--- src/rtl/lib_rr_fifo_arbiter.sv ---
// Round-robin merge of N show-ahead FIFO heads into one registered output word,
// with optional packet locking so multi-word packets stay contiguous.
module lib_rr_fifo_arbiter #(
    parameter int N        = 4,
    parameter int WIDTH    = 16,
    parameter bit PKT_LOCK = 1'b0
) (
    input  logic                   clk,
    input  logic                   reset,
    input  logic [N*WIDTH-1:0]     i_data,
    input  logic [N-1:0]           i_data_val,
    output logic [N-1:0]           o_en,
    output logic [WIDTH-1:0]       o_data,
    output logic                   o_data_val,
    output logic [$clog2(N)-1:0]   o_port,
    input  logic                   i_en
);

    localparam int PW = $clog2(N);

    typedef enum logic {
        ST_OPEN   = 1'b0,
        ST_LOCKED = 1'b1
    } state_t;

    state_t          state_reg, state_next;
    logic [PW-1:0]   lock_port_reg, lock_port_next;
    logic [PW-1:0]   ptr_reg, ptr_next;

    logic [WIDTH-1:0] o_data_reg;
    logic             o_data_val_reg;
    logic [PW-1:0]    o_port_reg;

    logic             load;
    logic             cand_found;
    logic [PW-1:0]    cand_port;
    logic             grant_valid;
    logic [PW-1:0]    grant_port;
    logic [WIDTH-1:0] grant_word;
    logic             grant_tail;

    logic [WIDTH-1:0] head [N];

    for (genvar gi = 0; gi < N; gi++) begin : g_head
        assign head[gi] = i_data[gi*WIDTH +: WIDTH];
    end

    assign load       = !o_data_val_reg || i_en;
    assign grant_word = head[grant_port];
    assign grant_tail = grant_word[WIDTH-1];

    // Scan from the highest offset down so the last hit is the one nearest ptr.
    always_comb begin
        logic [PW:0]   sum;
        logic [PW-1:0] idx;
        cand_found = 1'b0;
        cand_port  = '0;
        sum        = '0;
        idx        = '0;
        for (int i = N - 1; i >= 0; i--) begin
            sum = {1'b0, ptr_reg} + (PW+1)'(i);
            if (sum >= (PW+1)'(N)) begin
                sum = sum - (PW+1)'(N);
            end
            idx = sum[PW-1:0];
            if (i_data_val[idx]) begin
                cand_found = 1'b1;
                cand_port  = idx;
            end
        end
    end

    // State register
    always_ff @(posedge clk) begin
        if (reset) begin
            state_reg     <= ST_OPEN;
            lock_port_reg <= '0;
            ptr_reg       <= '0;
        end else begin
            state_reg     <= state_next;
            lock_port_reg <= lock_port_next;
            ptr_reg       <= ptr_next;
        end
    end

    // Next-state logic; ptr only advances on grants that leave the FSM open
    always_comb begin
        state_next     = state_reg;
        lock_port_next = lock_port_reg;
        ptr_next       = ptr_reg;
        if (grant_valid) begin
            if (PKT_LOCK && !grant_tail) begin
                state_next     = ST_LOCKED;
                lock_port_next = grant_port;
            end else begin
                state_next = ST_OPEN;
                ptr_next   = (grant_port == PW'(N - 1)) ? '0 : grant_port + 1'b1;
            end
        end
    end

    // Output logic: grant selection never looks at i_data
    always_comb begin
        grant_port  = cand_port;
        grant_valid = cand_found;
        if (state_reg == ST_LOCKED) begin
            grant_port  = lock_port_reg;
            grant_valid = i_data_val[lock_port_reg];
        end
        if (reset || !load) begin
            grant_valid = 1'b0;
        end
    end

    for (genvar gi = 0; gi < N; gi++) begin : g_en
        assign o_en[gi] = grant_valid && (grant_port == PW'(gi));
    end

    always_ff @(posedge clk) begin
        if (reset) begin
            o_data_reg     <= '0;
            o_data_val_reg <= 1'b0;
            o_port_reg     <= '0;
        end else if (grant_valid) begin
            o_data_reg     <= grant_word;
            o_data_val_reg <= 1'b1;
            o_port_reg     <= grant_port;
        end else if (load) begin
            o_data_val_reg <= 1'b0;
        end
    end

    assign o_data     = o_data_reg;
    assign o_data_val = o_data_val_reg;
    assign o_port     = o_port_reg;

endmodule

--- config.mk ---
export PLATFORM = sky130hd
export DESIGN_NAME = lib_rr_fifo_arbiter
export DESIGN_NICKNAME = d
export VERILOG_FILES = /design/src/rtl/lib_rr_fifo_arbiter.sv
export SDC_FILE = /design/constraint.sdc
export NUM_CORES = 1
export LEC_CHECK = 0
export BUFFER_PORTS_ARGS = -buffer_cell sky130_fd_sc_hd__buf_2
export CAP_MARGIN = 20
export CORE_UTILIZATION = 30
export DETAILED_ROUTE_END_ITERATION = 7
export PLACE_DENSITY = 0.64
export RECOVER_POWER = 25
export SLEW_MARGIN = 10
export SYNTH_ARGS = -nofsm -noshare
export SYNTH_HDL_FRONTEND = slang
export SYNTH_SLANG_ARGS = --single-unit
--- constraint.sdc ---
create_clock -name clk -period 2.3 [get_ports clk]
set_input_delay 0 -clock clk [delete_from_list [all_inputs] [get_ports clk]]
set_output_delay 0 -clock clk [all_outputs]
set_load 0.005 [all_outputs]
## After elaboration in Yosys (flattened, before gate mapping)

Cells that the tools add are included.

- Register bits after elaboration: 21
- Input port bits: 71
- Output and inout bits: 23
- Word-level logic and storage cells: 62

- $add $sub $neg: 8
- Magnitude comparators: 9
- Eq/ne operators: 3
- Muxes and demuxes: 27
- Bitwise operators: 1
- Reductions and logical operators: 10

Operators by type and width:

| cell | number |
|---|---|
| $bmux W16 S2 | 1 |
| $mux W16 | 2 |
| $mux W2 | 9 |
| $ge A3 B3 Y1 const B | 4 |
| $lt A2 B3 Y1 const B | 4 |
| $mux W1 | 11 |
| $bmux W1 S2 | 4 |
| $sub A2 B1 Y2 const B | 4 |
| $add A2 B2 Y3 const B | 2 |
| $eq A2 B2 Y1 const B | 2 |
| $logic_and A1 B1 Y1 | 4 |
| $add A2 B1 Y3 const B | 1 |
| $ge A2 B3 Y1 const B | 1 |
| $not A2 Y3 | 1 |
| $add A2 B1 Y2 const B | 1 |
| $eq A2 B1 Y1 const B | 1 |
| $logic_not A1 Y1 | 2 |
| $logic_not A2 Y1 | 1 |
| $logic_or A1 B1 Y1 | 2 |
| $reduce_bool A2 Y1 | 1 |

## Logic depth before layout (Yosys ltp)

Gate-level depths: netlist of the first run.

- Depth after elaboration: 13
- Mapped depth: 7

## Worst setup path after synthesis of the first run

Ideal clock, no wire load.

- Path type: flip-flop to flip-flop
- Start: register ptr_reg[1]
- End: register o_data_reg[0] (netlist: o_data[0])
- Data arrival time: 1.543 ns
- Data required time: 2.178 ns
- Slack: 0.636 ns
- Cell stages (with the launch flop): 7
- Cell sequence: dfxtp_1 -> nand2_1 -> or2_1 -> nand3_4 -> buf_6 -> mux2_4 -> a221o_1

- Cells in the longest elaborated chain, start to end: 13
- Elaborated cells between the ends (all ways): 36

Ends and longest elaborated chain:

| item | RTL line | RTL |
|---|---|---|
| from (decl) | 28 | `logic [PW-1:0] ptr_reg, ptr_next;` |
| from (signal assigned) | 82 | `ptr_reg <= ptr_next;` |
| $add A2 B2 Y3 | 61 | `sum = {1'b0, ptr_reg} + (PW+1)'(i);` |
| $ge A3 B3 Y1 / $sub A2 B1 Y2 (equally long branches) | 62, 63 |  |
| $mux W2 | 62 | `if (sum >= (PW+1)'(N)) begin` |
| $bmux W1 S2 | 66 | `if (i_data_val[idx]) begin` |
| $mux W1 (not written as such) | 66 |  |
| $mux W2 (4 in series) | 66 |  |
| $not A2 Y3 (not written as such) | 49 | `assign grant_word = head[grant_port];` |
| $bmux W16 S2 | 49 |  |
| $mux W16 (not written as such) (2 in series) | 49 |  |
| to (signal assigned) | 125 | `o_data_reg <= grant_word;` |
| to (decl) | 30 | `logic [WIDTH-1:0] o_data_reg;` |

Several ways; a longest one is shown, not always the timed one. The select of a mux whose other input is x is not followed.
A chain may end at the register's enable or synchronous reset.

## Worst setup path in the final report of the first run

- Start: register ptr_reg[1]
- End: register o_data_reg[7] (netlist: o_data[7])

Same word-level chain as after synthesis.

==> flow_summary.json, run 1 <==
{
  "critPathLaunchType": "flop",
  "first_pass_iters": 4,
  "slew_viol_final": 0,
  "grt_first_pass_wirelength_mm": 6.58,
  "ioPinCount": 94,
  "cts_sinks": 21,
  "required_ns": 2.46,
  "post_dp_cell_area_um2": 1840,
  "rsz0062_at_grt": "no",
  "diodes": 0,
  "synth-compound-area-share_pct": 24.4,
  "core_area_um2": 4410,
  "area_delta_synth_final_pct": 36.2,
  "setup_violations": 0,
  "design_area_um2": 1890,
  "numCtsBuffers": 3,
  "clk_pin_slew_ns": 0.08,
  "r2r_cells": 5,
  "yosys_warnings": 0,
  "dieWidth_um": 70.0,
  "rows": 24,
  "cp-end-kind": "flop",
  "place_congestion": 0.761,
  "synth_xor_area_share_pct": 0.631,
  "ys_types": 37,
  "htree_levels": 1,
  "chipHeight_um": 70.0,
  "cp_cell_sequence": "nand2_1, or2_1, nand3_4, mux2_2, a221o_1",
  "netlist_area_um2": 1390,
  "critPathMaxStageDelay_ns": 0.40,
  "fmax_mhz": 485,
  "status": "finished, final reports clean",
  "r2r_start": "ptr_reg[1]$_SDFFE_PP0P_",
  "hpwl_mm": 3.25,
  "critPathBufInv": 0,
  "drive_above_1_share_pct": 44.5,
  "fin_tns_setup_ns": 0,
  "synth_top_family_by_area": "compound AO/OA/AOI/OAI gates",
  "synthFlopType": "dfxtp_1",
  "die-area_um2": 4900,
  "yosysMostFrequentCell": "dfxtp_1",
  "netlist_instances": 151,
  "synth_area_leaders": "dfxtp_1 (30%), mux2i_1 (10%), a221o_1 (5.8%), mux2_4 (5.4%), a211oi_1 (4.9%)",
  "p_leak_nw": 0.913,
  "cp_top_family": "simple AND/OR/NAND/NOR gates",
  "fin_crit_sh_pct": 89.6,
  "drc": 0,
  "vias_per_cell": 5.23,
  "ys_seq_elements": 21,
  "largest_register_ffs": 16,
  "cp_max_fo": 21,
  "worst_ep_arrival_time_ns": 2.22,
  "dr_total_vias": 1518,
  "yosysTopAreaCell": "dfxtp_1",
  "yosysTopAreaCellShare_pct": 30.3,
  "holdBufCountCts": 1,
  "wl_per_cell_um": 14.7,
  "critPathLaunch": "ptr_reg[1]$_SDFFE_PP0P_",
  "max_slew_margin_pct": 52.7,
  "path_depth": 5,
  "antenna_found_initial": 0,
  "cpMaxStageDelayCell": "dfxtp_1",
  "overflow": 0,
  "io_buffer_count": 93,
  "synth_mux_area_share_pct": 17.1,
  "cts_max_path_buffers": 2,
  "ir_drop_uv": 292,
  "powerDensity_nw_per_um2": 667,
  "r2r_slack_ns": 0.24,
  "yosys.area_share.simple_pct": 20.8,
  "wirelength_mm": 4.26,
  "period_needed_ns": 2.06,
  "finalHoldViolations": 0,
  "drtIter0Drc": 70,
  "reg2reg_to": "o_data[7]$_SDFFE_PP0P_",
  "clk_latency_ns": 0.26,
  "ys_seq_area_share_pct": 30.3,
  "crit_path_end": "o_data[7]$_SDFFE_PP0P_",
  "grt_pass1_vias": 1392,
  "worstHoldPathType": "in2reg",
  "nNetsFinal": 310,
  "ant_nets": 0,
  "crit_type": "reg2reg",
  "synth.avg_cell_area_um2": 9.19,
  "synth_fa_ha_area_share_pct": 0,
  "synthArstFlopShare_pct": 0,
  "synthTopCellsByCount": "dfxtp_1 (21), mux2i_1 (14), a21oi_1 (13)",
  "cts_setup_buffers": 0,
  "cts_tree": "built",
  "synth_edf_count": 0,
  "fillers": 457,
  "root_buffer": "clkbuf_8",
  "grt_start_max_net_pins": 22,
  "grt_usage_pct": 17.2,
  "syn-num-nets": 222,
  "tightest_slew_ns": 0.709,
  "max-cap-violations": 0,
  "cts_resized": 0,
  "fin_worst_skew_ns": 0.00128,
  "start_util_pct": 31.4,
  "fin_util_pct": 42.8
}
-- cells by family (layout without fill, tap and decap cells) --
| kind of cell | Yosys count | count (layout) |
|---|---|---|
| buf+inv | 14 | 101 |
| compound gates | 46 | 46 |
| mux | 21 | 21 |
| xor+xnor | 1 | 1 |
| simple gates | 48 | 48 |
| flops | 21 | 21 |
-- metal layers --
layer	vias to the layer above	global-route usage (%)	part of all wire, %
met3	6	4.04	5.2
met4	0	5.56	2.2
li1	764	-	-
met5	-	0	0
met2	61	28.5	47
met1	687	21.9	46
-- per-stage QoR --
step | total power [mW] | setup WS (ns) | hold slack [ns] | cells
after floorplan | 0.860 | 0.636 | 0.0724 | 151
after detailed placement | 1.02 | 0.254 | 0.240 | 285
after global routing | 1.35 | 0.135 | 0.0429 | 290
after CTS | 1.27 | 0.243 | 0.0431 | 290
final | 1.26 | 0.240 | 0.0429 | 290
after global placement | 1.01 | 0.302 | 0.231 | 285
-- worst register-to-register path: cells and delay by family (launching register included) --
| family | cells | cell delay, ns |
|---|---|---|
| compound gates | 1 | 0.34 |
| flops | 1 | 0.40 |
| mux | 1 | 0.38 |
| simple gates | 3 | 0.84 |
-- power breakdown --
| part | leakage (nW) | total (mW) | switching, mW | internal (mW) |
|---|---|---|---|---|
| Clock | 0.0255 | 0.250 | 0.129 | 0.121 |
| Sequential | 0.175 | 0.482 | 0.0429 | 0.439 |
| Combinational | 0.713 | 0.529 | 0.269 | 0.259 |
-- final cells by class --
class	instances	area, um2	share of cell area, %
Clock buffer	3	41.3	2.18
Clock inverter	1	5.00	0.265
Inverter	2	7.51	0.397
Multi-Input combinational cell	116	875	46.3
Sequential cell	21	420	22.2
Tap cell	52	65.1	3.44
Timing Repair Buffer	95	477	25.2
-- how the worst min path moves through the flow --
stage,startpoint,cells after the start,slack (ns),to
finish,i_data[10],3,0.04,o_data[10]$_SDFFE_PP0P_
global route,i_data[26],3,0.04,o_data[10]$_SDFFE_PP0P_
CTS,i_data[20],3,0.04,o_data[4]$_SDFFE_PP0P_
detailed placement,reset,2,0.24,o_data_val$_SDFFE_PP0P_
global placement,reset,2,0.23,o_data_val$_SDFFE_PP0P_
floorplan,reset,1,0.07,o_data_val$_SDFFE_PP0P_
-- placed cells by master (no fill, tap or decap), types with 2 or more instances in the layout --
cell / instances
inv_1: 2
o21ai_0: 2
a221o_1: 8
nor3_1: 4
and4_1: 5
nor2_1: 5
clkbuf_1: 5
o31ai_1: 7
a21oi_1: 13
buf_2: 88
mux2_2: 2
mux2i_1: 14
nand2_1: 7
dfxtp_1: 21
mux2_4: 5
a211oi_1: 9
o221ai_1: 4
nand4_1: 7
clkbuf_8: 3
nand3_1: 6
nor2b_1: 4
Note: power is estimated with default switching activity, not from simulation.
==> run 2, diff against run 1 <==
Settings changed: ABC_AREA set to 1, PLACE_DENSITY 0.64 to 0.63.
Clock period 2.3 ns to 1.8 ns, I/O delays scaled along.
==> run 2 against run 1 <==
The flow now finishes with violations (setup timing). Global-route usage is 0.41 points lower. Critical path type unchanged. Final cell count is 67% higher. Setup slack worse by 0.30 ns. Critical endpoint is now o_data[13]$_SDFFE_PP0P_.
==> flow_summary.json, run 2 <==
{
  "finalWorstSetupSlack_ns": -0.0613,
  "total_power_mw": 5.77,
  "grt_first_pass_wirelength_mm": 8.14,
  "diodes": 0,
  "antenna_found_initial": 0,
  "yosys_warnings": 0,
  "reg2reg_to": "o_data[13]$_SDFFE_PP0P_",
  "drtIter0Drc": 86,
  "synthTopCellsByCount": "nand2_1 (94), nand3_1 (63), inv_1 (45)",
  "largest_register_ffs": 16,
  "finalHoldViolations": 0,
  "netSwitchingFraction_pct": 46.5,
  "synthArstFlopShare_pct": 0,
  "yosysMostFrequentCell": "nand2_1",
  "ys_seq_elements": 21,
  "pwr-share-seq_pct": 14.6,
  "r2r_start": "ptr_reg[0]$_SDFFE_PP0P_",
  "drc": 0,
  "netlist_instances": 299,
  "fin_tns_setup_ns": -0.270,
  "fmax_mhz": 537,
  "dr_total_vias": 2200,
  "place_congestion": 0.919,
  "seqCellArea_um2": 428,
  "synthFlopType": "dfxtp_1",
  "crit_type": "reg2reg",
  "yosysTopAreaCell": "dfxtp_1",
  "cts_tree": "built",
  "area_delta_synth_final_pct": 69.5,
  "ant_nets": 0,
  "drive_above_1_share_pct": 49.8,
  "netlist_area_um2": 1720,
  "vias_per_cell": 4.55,
  "fin_worst_skew_ns": 0.00369,
  "synth_area_leaders": "dfxtp_1 (24%), nand2_1 (21%), nand3_1 (18%), inv_1 (9.8%), nor2_1 (3.5%)",
  "hpwl_mm": 3.93,
  "htree_levels": 1,
  "tightest_slew_ns": 0.662,
  "final_cell_mix": "buf_2 (93), nand2_1 (70), nand3_1 (44)",
  "root_buffer": "clkbuf_8",
  "yosysTopAreaCellShare_pct": 24.5,
  "ys_types": 25,
  "ir_drop_uv": 841,
  "synth.avg_cell_area_um2": 5.75,
  "grt_pass1_vias": 1864,
  "clkPwrFrac_pct": 5.6,
  "setup_violations": 7,
  "rows": 27,
  "critPathLaunchType": "flop",
  "cts_sinks": 21,
  "cts_max_path_buffers": 2,
  "io_buffer_count": 93,
  "dieWidth_um": 77.7,
  "chipHeight_um": 77.7,
  "p_leak_nw": 1.67,
  "syn-num-nets": 370,
  "slew_viol_final": 0,
  "final_common_cell": "buf_2",
  "numCtsBuffers": 3,
  "first_pass_iters": 4,
  "synth_edf_count": 0,
  "p_int_mw": 3.09,
  "wirelength_mm": 5.77,
  "fin_crit_sh_pct": 103,
  "max_slew_margin_pct": 55.8,
  "nNetsFinal": 484,
  "status": "finished with violations",
  "required_ns": 1.96,
  "multi_input_area_um2": 1260,
  "grt_start_max_net_pins": 21,
  "worst_ep_arrival_time_ns": 2.02,
  "powerDensity_nw_per_um2": 1980,
  "ys_seq_area_share_pct": 24.5,
  "core_area_um2": 5510,
  "ioPinCount": 94,
  "start_util_pct": 31.2,
  "max-cap-violations": 0,
  "period_needed_ns": 1.86,
  "clk_latency_ns": 0.26,
  "worstHoldPathType": "in2reg",
  "fillers": 569,
  "rsz0062_at_grt": "yes",
  "wl_per_cell_um": 11.9,
  "r2r_slack_ns": -0.06,
  "hold_depth": 4,
  "cp_max_fo": 9,
  "min-delay-start": "i_data[33]",
  "grt_usage_pct": 16.8,
  "die-area_um2": 6030,
  "overflow": 0,
  "r2r_cells": 13,
  "p_switching_mw": 2.69,
  "violations": "setup timing",
  "cp-end-kind": "flop",
  "clk_pin_slew_ns": 0.08,
  "whs_endpoint": "o_data[1]$_SDFFE_PP0P_",
  "pwr-share-comb_pct": 79.9
}
[run 2: cell count changes in the layout (fill, tap and decap cells not counted), sizes merged, moves of 5 or more]
cell | before | now
a211oi | 10 | 0
a21oi | 13 | 1
a221o | 8 | 0
and4 | 5 | 0
buf | 89 | 115
inv | 2 | 50
mux2 | 7 | 0
mux2i | 14 | 0
nand2 | 7 | 106
nand3 | 7 | 64
nand4 | 7 | 0
nor2 | 7 | 25
o31ai | 7 | 1
or2 | 2 | 12
[run 2: cell families after synthesis]
kind of cell	count (synthesis)	synth area share [%]
AND/OR/NAND/NOR	207	56.4
buffers and inverters	64	17.0
flip-flops	21	24.5
AO/OA/AOI/OAI	7	2.18
[run 2: timing repair]
action | in CTS | in global routing
buffers inserted | 4 | 7
hold buffers | 1 | 0
resized for setup | 16 | 68
hold endpoints to repair | 1 | 0
cloned | 0 | 6
pin swaps | 2 | 35
setup endpoints to repair | 5 | 20
[run 2: worst max-delay path by stage]
stage / startpoint / end / slack [ns] / depth (start not counted)
floorplan: ptr_reg[0]$_SDFFE_PP0P_ / o_data[14]$_SDFFE_PP0P_ / 0.17 / 13
global placement: ptr_reg[0]$_SDFFE_PP0P_ / o_data[8]$_SDFFE_PP0P_ / 0.06 / 11
detailed placement: ptr_reg[1]$_SDFFE_PP0P_ / o_data[0]$_SDFFE_PP0P_ / 0.02 / 13
CTS: ptr_reg[0]$_SDFFE_PP0P_ / o_en[3] / 0.0003 / 13
global route: ptr_reg[0]$_SDFFE_PP0P_ / o_data[13]$_SDFFE_PP0P_ / -0.15 / 13
finish: ptr_reg[0]$_SDFFE_PP0P_ / o_data[13]$_SDFFE_PP0P_ / -0.06 / 13
[run 2: area by class of cell]
| class | count | area share (%) |
|---|---|---|
| sequential | 21 | 14.7 |
| clock inverter | 1 | 0.172 |
| timing repair buffer | 121 | 30.1 |
| tap | 72 | 3.09 |
| clock buffer | 3 | 1.42 |
| multi-input combinational | 215 | 43.2 |
| inverter | 51 | 7.31 |
[run 2: worst max-delay path, cell delays in order, from the launching register on]
cell	delay, ns
dfxtp_4	0.41
inv_4	0.07
nand2_1	0.11
nand2_4	0.07
nand2_2	0.07
nand2_2	0.07
nor2_4	0.15
nor2_4	0.06
nand2_4	0.11
buf_12	0.13
nand2_4	0.08
or2_2	0.28
nand3_1	0.08
nand3_1	0.07
[run 2: per-layer routing]
metal | part of all wire, % | vias up | wire length, um | track usage [%]
met1 | 44 | 990 | 2540 | 23.2
met4 | 1.2 | 0 | 68 | 2.08
met3 | 5.6 | 8 | 324 | 3.88
li1 | - | 1139 | - | -
met2 | 49 | 63 | 2830 | 27.1
met5 | 0 | - | 0 | 0
[run 2: metrics by stage]
stage,instances,setup WS (ns),utilization [%],instance area (um2),hold slack (ns)
final,484,-0.0613,52.9,2910,0.0405
after global routing,484,-0.155,52.9,2910,0.0450
after CTS,472,0.000253,44.7,2460,0.0414
after detailed placement,463,0.0158,42.1,2320,0.238
after global placement,463,0.0629,42.1,2320,0.243
after floorplan,299,0.174,-,1720,0.101
[run 2: power by group through the flow]
stage / Combinational, mW / Clock, mW / Sequential (mW)
floorplan: 2.09 / 0 / 0.807
global placement: 2.93 / 0 / 0.808
detailed placement: 2.97 / 0 / 0.811
CTS: 3.25 / 0.328 / 0.805
global route: 5.02 / 0.350 / 0.860
finish: 4.61 / 0.321 / 0.841
==> run 3, diff against run 2 <==
Settings changed: PLACE_DENSITY 0.63 to unset.
==> run 3 against run 2 <==
The run still ends with setup timing left. Count of clock-buffer cells in the layout did not move. Worst hold slack got worse by 0.0015 ns. Wire length rose by 7.7%. Critical path depth unchanged. Largest power group unchanged. Global-route usage grew 1.9 points. Combinational power hardly changed. Cell area up 1.4%.
==> flow_summary.json, run 3 (synthesis results as in run 2) <==
{
  "clkPwrFrac_pct": 5.6,
  "finalHoldViolations": 0,
  "die-area_um2": 6030,
  "r2r_cells": 13,
  "crit_type": "reg2out",
  "required_ns": 1.80,
  "hpwl_mm": 4.06,
  "cp-end-kind": "primary output",
  "critPathLaunchType": "flop",
  "max-cap-violations": 0,
  "rows": 27,
  "core_area_um2": 5510,
  "fin_util_pct": 53.6,
  "vias_per_cell": 4.61,
  "min-delay-start": "i_data[9]",
  "worstHoldPathType": "in2reg",
  "pwr-share-comb_pct": 79.8,
  "tightest_slew_ns": 0.472,
  "netSwitchingFraction_pct": 48.0,
  "fin_worst_skew_ns": 0.0120,
  "p_switching_mw": 2.79,
  "io_buffer_count": 93,
  "r2r_slack_ns": -0.02,
  "period_needed_ns": 1.83,
  "dr_total_vias": 2268,
  "grt_first_pass_wirelength_mm": 9.09,
  "area_delta_synth_final_pct": 71.8,
  "htree_levels": 1,
  "cts_max_path_buffers": 2,
  "ir_drop_uv": 845,
  "final_cell_mix": "buf_2 (90), nand2_1 (67), nand3_1 (55)",
  "violations": "setup timing",
  "cts_tree": "built",
  "clk_latency_ns": 0.27,
  "worst_ep_arrival_time_ns": 1.83,
  "reg2reg_to": "o_data[13]$_SDFFE_PP0P_",
  "max_slew_margin_pct": 68.5,
  "antenna_found_initial": 0,
  "final_cells": 492,
  "grt_pass1_vias": 1994,
  "first_pass_iters": 4,
  "diodes": 0,
  "whs_endpoint": "o_data[9]$_SDFFE_PP0P_",
  "fmax_mhz": 547,
  "hold-worst-slack_ns": 0.0391,
  "nNetsFinal": 492,
  "critPathLaunch": "ptr_reg[0]$_SDFFE_PP0P_",
  "start_util_pct": 31.2,
  "ant_nets": 0,
  "rsz0062_at_grt": "yes",
  "overflow": 0,
  "place_congestion": 0.800,
  "cts_sinks": 21,
  "drc": 0,
  "setup_violations": 6,
  "ioPinCount": 94,
  "drive_above_1_share_pct": 49.0,
  "r2r_start": "ptr_reg[1]$_SDFFE_PP0P_",
  "dieWidth_um": 77.7,
  "p_leak_nw": 1.68,
  "pwr-share-seq_pct": 14.6,
  "finalWorstSetupSlack_ns": -0.0295,
  "powerDensity_nw_per_um2": 1970,
  "root_buffer": "clkbuf_8",
  "grt_start_max_net_pins": 26,
  "clk_pin_slew_ns": 0.09,
  "drtIter0Drc": 114,
  "p_int_mw": 3.02,
  "status": "finished with violations",
  "grt_usage_pct": 18.7,
  "cp_max_fo": 4,
  "slew_viol_final": 0,
  "largest_register_ffs": 16,
  "final_common_cell": "buf_2",
  "numCtsBuffers": 3,
  "wirelength_mm": 6.22,
  "wl_per_cell_um": 12.6,
  "hold_depth": 5,
  "fin_crit_sh_pct": 102,
  "chipHeight_um": 77.7,
  "dp_cells": 463
}
==> run 3: cell types whose count changed in the layout (fill, tap and decap cells not counted), moves of 3 or more <==
cell | before | now
nand2_2 | 22 | 18
nand3_1 | 44 | 55
nand2_4 | 13 | 18
buf_6 | 1 | 10
buf_12 | 8 | 4
nand2_1 | 70 | 67
buf_2 | 93 | 90
buf_4 | 12 | 18
nand3_2 | 19 | 8
==> run 3: critical path, cell delays in order, from the launching register on <==
cell and delay (ns):
dfxtp_4 0.40, buf_6 0.13, nand2_4 0.05, nand2_4 0.09, nand2_4 0.06, o21ai_1 0.12, nand2_1 0.08, nand3_2 0.10
nand2_4 0.08, nor2_4 0.13, buf_12 0.13, nand2_4 0.04, inv_2 0.06, buf_6 0.09
==> run 3: worst max-delay path by stage <==
| stage | endpoint | slack, ns | depth (start not counted) |
|---|---|---|---|
| after floorplan | o_data[14]$_SDFFE_PP0P_ | 0.17 | 13 |
| after global placement | o_data[8]$_SDFFE_PP0P_ | -0.001 | 13 |
| after detailed placement | o_data[8]$_SDFFE_PP0P_ | -0.02 | 13 |
| after CTS | o_en[3] | 0.004 | 13 |
| after global routing | o_data[3]$_SDFFE_PP0P_ | -0.12 | 13 |
| final | o_en[3] | -0.03 | 13 |
==> run 3: timing repair <==
item	in CTS	in global routing
setup buffers	9	11
hold buffers	1	0
cloned	0	4
endpoints found under the setup margin	17	21
pin swaps	11	47
endpoints found under the hold margin	1	0
gates resized for setup	30	69
==> run 3: stage by stage <==
step / TNS, ns / power, mW / worst slack [ns] / instance area [um2]
after global routing: -1.17 / 6.25 / -0.116 / 2950
after global placement: -0.00253 / 3.60 / -0.00148 / 2290
after detailed placement: -0.0905 / 3.65 / -0.0197 / 2290
final: -0.0907 / 5.81 / -0.0295 / 2950
after CTS: 0 / 4.51 / 0.00403 / 2520
after floorplan: 0 / 2.90 / 0.174 / 1720
==> run 3: metal layers <==
layer	global-route usage, %	part of all wire, %
met5	0	0
met4	5.66	2.3
met3	3.18	4.1
met2	31.2	48
met1	24.5	46
==> run 3: power by group through the flow <==
stage          clock network (mW)  logic (mW)  registers [mW]
6_report                    0.324        4.63           0.850
3_3_place_gp                    0        2.78           0.818
4_1_cts                     0.322        3.36           0.826
5_1_grt                     0.340        5.03           0.877
3_5_place_dp                    0        2.83           0.818
2_1_floorplan                   0        2.09           0.807
==> run 3: layout make-up <==
cell class                 instances  area [um2]
clock buffer                       3        41.3
clock inverter                     1        5.00
fill                             544        2550
inverter                          51         214
multi-input combinational        214        1270
sequential                        21         428
tap                               72        90.1
timing repair buffer             130         901
